===== src/rtl/sprite_rom_arbiter_if.sv =====
// Request/ROM/return bundle shared by the sprite ROM arbiter and its environment.
// The slave side is the arbiter; the master side drives requests, ROM data and frame ticks.
interface sprite_rom_arbiter_if #(
    parameter int N_REQ  = 4,
    parameter int ADDR_W = 14,
    parameter int DATA_W = 12
);
    logic                     frame_tick;
    logic [N_REQ-1:0]         req;
    logic [N_REQ*ADDR_W-1:0]  addr;
    logic [N_REQ-1:0]         gnt;
    logic                     rom_en;
    logic [ADDR_W-1:0]        rom_addr;
    logic [DATA_W-1:0]        rom_data;
    logic [N_REQ-1:0]         rd_valid;
    logic [DATA_W-1:0]        rd_data;
    logic [N_REQ-1:0]         starve;

    modport master (
        output frame_tick, req, addr, rom_data,
        input  gnt, rom_en, rom_addr, rd_valid, rd_data, starve
    );

    modport slave (
        input  frame_tick, req, addr, rom_data,
        output gnt, rom_en, rom_addr, rd_valid, rd_data, starve
    );
endinterface


===== src/rtl/sprite_rom_arbiter.sv =====
// Single-port sprite ROM arbiter: requester 0 strict priority, others round-robin, tagged returns.
// Latency: accept -> rd_valid in ROM_LAT+2 cycles; one access per cycle; requesters hold req until gnt.
module sprite_rom_arbiter #(
    parameter int N_REQ    = 4,
    parameter int ADDR_W   = 14,
    parameter int DATA_W   = 12,
    parameter int ROM_LAT  = 2,
    parameter int MAX_WAIT = 32
) (
    input  logic                  clk,
    input  logic                  rst_n,
    sprite_rom_arbiter_if.slave   bus
);
    localparam int PTR_W  = $clog2(N_REQ);
    localparam int WAIT_W = $clog2(MAX_WAIT + 2);
    localparam logic [WAIT_W-1:0] WAIT_LIM = WAIT_W'(MAX_WAIT);

    logic [PTR_W-1:0]   rr_ptr_q;
    logic               rom_en_q;
    logic [ADDR_W-1:0]  rom_addr_q;
    logic [N_REQ-1:0]   tag_q [ROM_LAT+1];
    logic [N_REQ-1:0]   rd_valid_q;
    logic [DATA_W-1:0]  rd_data_q;
    logic [N_REQ-1:0]   starve_q, starve_d;
    logic [WAIT_W-1:0]  wait_q [N_REQ];
    logic [WAIT_W-1:0]  wait_d [N_REQ];

    logic [N_REQ-1:0]   gnt_c;
    logic [PTR_W-1:0]   gnt_idx;
    logic               found;
    logic [ADDR_W-1:0]  acc_addr;

    // Low-priority search starts just after the last low-priority winner, skipping index 0.
    always_comb begin
        int               j;
        logic [PTR_W-1:0] jj;
        gnt_c   = '0;
        gnt_idx = '0;
        found   = 1'b0;
        j       = 0;
        jj      = '0;
        if (rst_n) begin
            if (bus.req[0]) begin
                gnt_c[0] = 1'b1;
                found    = 1'b1;
            end else begin
                for (int k = 1; k < N_REQ; k++) begin
                    j = int'(rr_ptr_q) + k;
                    if (j > N_REQ - 1) j = j - (N_REQ - 1);
                    jj = PTR_W'(j);
                    if (!found && bus.req[jj]) begin
                        found     = 1'b1;
                        gnt_c[jj] = 1'b1;
                        gnt_idx   = jj;
                    end
                end
            end
        end
    end

    assign acc_addr = bus.addr[int'(gnt_idx)*ADDR_W +: ADDR_W];

    always_comb begin
        starve_d = starve_q;
        for (int i = 0; i < N_REQ; i++) wait_d[i] = wait_q[i];
        if (bus.frame_tick) begin
            starve_d = '0;
            for (int i = 0; i < N_REQ; i++) wait_d[i] = '0;
        end else begin
            for (int i = 0; i < N_REQ; i++) begin
                if (bus.req[i] && !gnt_c[i]) begin
                    if (wait_q[i] != '1) wait_d[i] = wait_q[i] + 1'b1;
                end else begin
                    wait_d[i] = '0;
                end
                if (wait_d[i] > WAIT_LIM) starve_d[i] = 1'b1;
            end
        end
    end

    always_ff @(posedge clk) begin
        if (!rst_n) begin
            rr_ptr_q   <= PTR_W'(N_REQ - 1);
            rom_en_q   <= 1'b0;
            rom_addr_q <= '0;
            rd_valid_q <= '0;
            rd_data_q  <= '0;
            starve_q   <= '0;
            for (int s = 0; s <= ROM_LAT; s++) tag_q[s] <= '0;
            for (int i = 0; i < N_REQ; i++) wait_q[i] <= '0;
        end else begin
            rom_en_q <= found;
            if (found) rom_addr_q <= acc_addr;
            if (found && !gnt_c[0]) rr_ptr_q <= gnt_idx;
            // Tag rides alongside the ROM access so the return is steered to its requester.
            tag_q[0] <= gnt_c;
            for (int s = 1; s <= ROM_LAT; s++) tag_q[s] <= tag_q[s-1];
            rd_valid_q <= tag_q[ROM_LAT];
            if (|tag_q[ROM_LAT]) rd_data_q <= bus.rom_data;
            starve_q <= starve_d;
            for (int i = 0; i < N_REQ; i++) wait_q[i] <= wait_d[i];
        end
    end

    assign bus.gnt      = gnt_c;
    assign bus.rom_en   = rom_en_q;
    assign bus.rom_addr = rom_addr_q;
    assign bus.rd_valid = rd_valid_q;
    assign bus.rd_data  = rd_data_q;
    assign bus.starve   = starve_q;
endmodule


===== src/flat_wrapper.sv =====
// flat-port wrapper written by rule: the top's interface ports become plain ports
module sprite_rom_arbiter_flat 
#(
    parameter int N_REQ    = 4,
    parameter int ADDR_W   = 14,
    parameter int DATA_W   = 12,
    parameter int ROM_LAT  = 2,
    parameter int MAX_WAIT = 32
)
  (clk, rst_n, bus_frame_tick, bus_req, bus_addr, bus_rom_data, bus_gnt, bus_rom_en, bus_rom_addr, bus_rd_valid, bus_rd_data, bus_starve);
  sprite_rom_arbiter_if #(.N_REQ(N_REQ), .ADDR_W(ADDR_W), .DATA_W(DATA_W)) bus_i ();
  input  logic clk;
  input  logic rst_n;
  input wire logic [$bits(bus_i.frame_tick)-1:0] bus_frame_tick;
  input wire logic [$bits(bus_i.req)-1:0] bus_req;
  input wire logic [$bits(bus_i.addr)-1:0] bus_addr;
  input wire logic [$bits(bus_i.rom_data)-1:0] bus_rom_data;
  output wire logic [$bits(bus_i.gnt)-1:0] bus_gnt;
  output wire logic [$bits(bus_i.rom_en)-1:0] bus_rom_en;
  output wire logic [$bits(bus_i.rom_addr)-1:0] bus_rom_addr;
  output wire logic [$bits(bus_i.rd_valid)-1:0] bus_rd_valid;
  output wire logic [$bits(bus_i.rd_data)-1:0] bus_rd_data;
  output wire logic [$bits(bus_i.starve)-1:0] bus_starve;
  assign bus_i.frame_tick = bus_frame_tick;
  assign bus_i.req = bus_req;
  assign bus_i.addr = bus_addr;
  assign bus_i.rom_data = bus_rom_data;
  assign bus_gnt = bus_i.gnt;
  assign bus_rom_en = bus_i.rom_en;
  assign bus_rom_addr = bus_i.rom_addr;
  assign bus_rd_valid = bus_i.rd_valid;
  assign bus_rd_data = bus_i.rd_data;
  assign bus_starve = bus_i.starve;
  sprite_rom_arbiter #(.N_REQ(N_REQ), .ADDR_W(ADDR_W), .DATA_W(DATA_W), .ROM_LAT(ROM_LAT), .MAX_WAIT(MAX_WAIT)) u_core (.clk(clk), .rst_n(rst_n), .bus(bus_i));
endmodule

===== config.mk =====
export PLATFORM = sky130hd
export DESIGN_NAME = sprite_rom_arbiter_flat
export DESIGN_NICKNAME = d
export VERILOG_FILES = /design/src/rtl/sprite_rom_arbiter_if.sv /design/src/rtl/sprite_rom_arbiter.sv /design/src/flat_wrapper.sv
export SDC_FILE = /design/constraint.sdc
export NUM_CORES = 1
export LEC_CHECK = 0
export ABC_AREA = 1
export BUFFER_PORTS_ARGS = -buffer_cell sky130_fd_sc_hd__clkbuf_2
export CAP_MARGIN = 20
export CORE_MARGIN = 4
export CORE_UTILIZATION = 46
export CTS_CLUSTER_DIAMETER = 40
export DETAILED_ROUTE_END_ITERATION = 7
export PLACE_DENSITY_LB_ADDON = 0.25
export SETUP_SLACK_MARGIN = 0.05
export SYNTH_ARGS = -nofsm -noshare
export SYNTH_HDL_FRONTEND = slang
export SYNTH_SLANG_ARGS = --single-unit

===== constraint.sdc =====
create_clock -name clk -period 2.35 [get_ports clk]
set_clock_uncertainty 0.15 [all_clocks]
set_input_delay 0.1175 -clock clk [delete_from_list [all_inputs] [get_ports clk]]
set_output_delay 0.1175 -clock clk [all_outputs]
set_load 0.02 [all_outputs]

==> results.py <==
metrics = {
    "global_routing": {
        "grt_overflow": 0,
        "grt_pass1_vias": 3719,
        "grt_first_pass_wirelength_mm": 16.6,
        "grtUsageMet3_pct": 5.16,
        "top_usage_layer": "met2",
        "use_met2_pct": 40.2,
        "antenna_found_initial": 0,
        "met1_usage_pct": 25.5,
        "grt_usage_pct": 22.8,
        "grt_max_degree": 29,
    },
    "timing": {
        "finalHoldViolations": 0,
        "fmax_mhz": 424,
        "rsz0062_at_grt": "true",
        "period_share_pct": 100,
        "slew_viol_final": 0,
        "fin_crit_ps": 2360,
        "setup_viol": 1,
        "layout_setup_ws_ps": -7.36,
        "whs_ps": 11.4,
        "maxSlewHeadroom_pct": 74.5,
        "worstMarginPinSlew_ps": 382,
    },
    "cts": {
        "cts_sinks": 67,
        "cts_tree": "done",
        "clk_transition_reported_paths_ps": 80,
        "numCtsBuffers": 9,
        "htreeDepth": 3,
        "clock-root-buffer": "clkbuf_8",
        "clock_latency_ps": 340,
        "cts_buffer_depth": 2,
    },
    "yosys": {
        "synth_nets": 577,
        "synth_xor_area_share_pct": 1.22,
        "synthSimpleGateAreaFrac_pct": 40.6,
        "synthFlopType": "dfxtp_1",
        "synthTopCellsByArea": "dfxtp_1, nand2_1, nand3_1",
        "synth-adder-area-share_pct": 2.44,
        "syn_area_mm2": 0.00358,
        "yosys.area.top_type": "dfxtp_1",
        "ys.warnings.count": 0,
        "syn_avg_cell_area_um2": 7.24,
        "synth_top_family_by_area": "simple AND/OR/NAND/NOR gates",
        "muxShareOfSynthArea_pct": 0.314,
        "synth_compound_area_share_pct": 7.72,
        "synth_seq_cells": 67,
        "async_flop_share_pct": 0,
        "synthCells": 495,
        "synth.top_cell.area_share_pct": 37.4,
        "synth-seq-area-share_pct": 37.4,
        "netlist-cell-type-count": 34,
        "synth_edf_count": 0,
    },
    "route": {
        "viasPerCell": 5.25,
        "vias": 4025,
        "ant_nets": 0,
        "drt_wl_total_mm": 11.0,
        "drc": 0,
        "drt-initial-drc-count": 145,
        "drtPass1Iterations": 7,
        "detail_route.wl_per_cell_um": 14.4,
    },
    "setup_path": {
        "cp_max_fo": 6,
        "start_kind": "register",
        "worstPathArrival_ps": 2090,
        "cpLargestDelayFamily": "simple AND/OR/NAND/NOR gates",
        "max_stage_delay_ps": 380,
        "cp-end-kind": "output port",
        "cp_slowest_cell": "dfxtp_4",
        "worstPathCellList": "inv_4 > ha_4 > inv_6 > nand2_4 > nand3_4 > nand2_4 > buf_6 > nand3_4 > a21oi_4 > nor2_4 > buf_8",
        "required_ps": 2080,
        "path_buf_inv": 4,
        "path_class": "register to output port",
    },
    "pwr": {
        "power.density_mw_per_mm2": 674,
        "vdd_drop_max_mv": 0.344,
        "power.static_leakage_nw": 2.52,
    },
    "layout": {
        "fin_util_pct": 70.5,
        "nNetsFinal": 744,
        "finalNonFillerCells": 766,
        "drive_above_1_share_pct": 36.4,
        "syn_to_final_growth_pct": 45.8,
        "layout_common_cells": "clkbuf_2, nand2_1, dfxtp_1, nor2_1, inv_1",
        "mostFrequentLayoutCell": "clkbuf_2",
        "antenna_cells": 0,
        "fin_area_mm2": 0.00523,
    },
    "place": {
        "hpwl_mm": 7.04,
        "place_congestion": 0.899,
        "post-place-cells": 697,
        "portBuffers": 113,
        "placed_area_mm2": 0.00426,
    },
    "flow_run": {
        "drv_cap": 0,
    },
    "floorplanning": {
        "die_x_um": 96.3,
        "die_area_mm2": 0.00927,
        "floorplan.initialDensity_pct": 48.4,
        "die_y_um": 96.3,
        "core_area_mm2": 0.00741,
        "rows": 31,
        "io_pins": 114,
    },
    "run_status": {
        "status": "finished, violations left",
        "violations": "negative setup slack",
    },
    "hold_path": {
        "hold_path_class": "input port to register",
    },
}
[worst paths after layout]
kind | end | slack (ps) | depth (start not counted) | from
worst max-delay path | bus_gnt[1] | -7 | 11 | u_core.rr_ptr_q[0]$_SDFFE_PN1P_
worst min-delay path | u_core.bus.rom_addr[3]$_SDFFE_PN0P_ | 10 | 5 | bus_addr[3]
worst min register to register | u_core.tag_q[0][4]$_SDFF_PN0_ | 260 | 2 | u_core.tag_q[0][0]$_SDFF_PN0_
worst max register to register | u_core.bus.rom_addr[12]$_SDFFE_PN0P_ | 40 | 14 | u_core.rr_ptr_q[0]$_SDFFE_PN1P_
[synthesized netlist by cell type (2+ instances only)]
master / number
clkbuf_1: 6
nand2_4: 2
xnor2_1: 3
nand3_4: 2
o21ai_0: 18
nand3_2: 21
ha_1: 7
nor2_2: 2
nor2_1: 53
buf_6: 5
dfxtp_1: 67
nand4_1: 33
nand3_1: 45
nand2_2: 4
xor2_1: 2
a21oi_1: 10
a21oi_2: 11
buf_4: 2
inv_2: 5
inv_1: 50
nor3_1: 9
nand2_1: 118
buf_2: 9
[state kept, by name (all words and copies together) (netlist names)]
| signal | count |
|---|---|
| u_core.wait_q | 18 |
| u_core.bus.rom_addr | 14 |
| u_core.bus.rd_data | 12 |
| u_core.tag_q | 12 |
| u_core.bus.rd_valid | 4 |
| u_core.bus.starve | 4 |
| u_core.rr_ptr_q | 2 |
| u_core.bus.rom_en | 1 |
[area by class of cell]
cell class	count	area, µm²
clock buffer	10	138
clock inverter	6	72.6
fill	584	2180
inverter	57	229
multi-input combinational	349	2090
sequential	67	1350
tap	99	124
timing repair buffer	178	1220
[metrics by stage]
step	power [mW]	setup slack [ps]	TNS, ps
global route	3.71	-95.1	-358
detailed placement	2.24	-103	-970
floorplan	1.99	85.1	0
finish	3.52	-7.36	-7.36
CTS	3.39	18.7	0
global placement	2.22	7.14	0
[metal layers]
| layer | up-vias | share of wire [%] |
|---|---|---|
| li1 | 1958 | - |
| met1 | 1846 | 38 |
| met2 | 187 | 50 |
| met3 | 34 | 8.4 |
| met4 | 0 | 3.4 |
| met5 | - | 0 |
[kinds of logic (layout without fill, tap and decap cells)]
kind of cell / Yosys count / after routing
AOI/OAI and AO/OA: 43 / 43
DFF: 67 / 67
xor gates and xnor gates: 5 / 5
buffers and inverters: 80 / 251
adders and majority gates: 7 / 7
muxes: 1 / 1
and+or+nand+nor: 292 / 293
[where the power goes]
group	total, mW	switching [mW]	internal [mW]
clock	1.00	0.474	0.530
combinational	1.26	0.744	0.517
sequential	1.26	0.0458	1.21
[what timing repair did]
action,4_1_cts,5_1_grt
resized for setup,30,41
hold buffers,36,0
buffers inserted,7,10
hold endpoints to repair,35,0
setup endpoints to repair,29,25
cloned,1,0
pin swaps,8,12
[worst register-to-register path, delay by kind of cell (launching register included)]
family                     cells  cell delay, ps
adders and majority gates      1             330
and+or+nand+nor                6             550
AOI/OAI and AO/OA              2             280
buffers and inverters          5             500
DFF                            1             380
No activity file was read; power rests on OpenSTA's default activity.
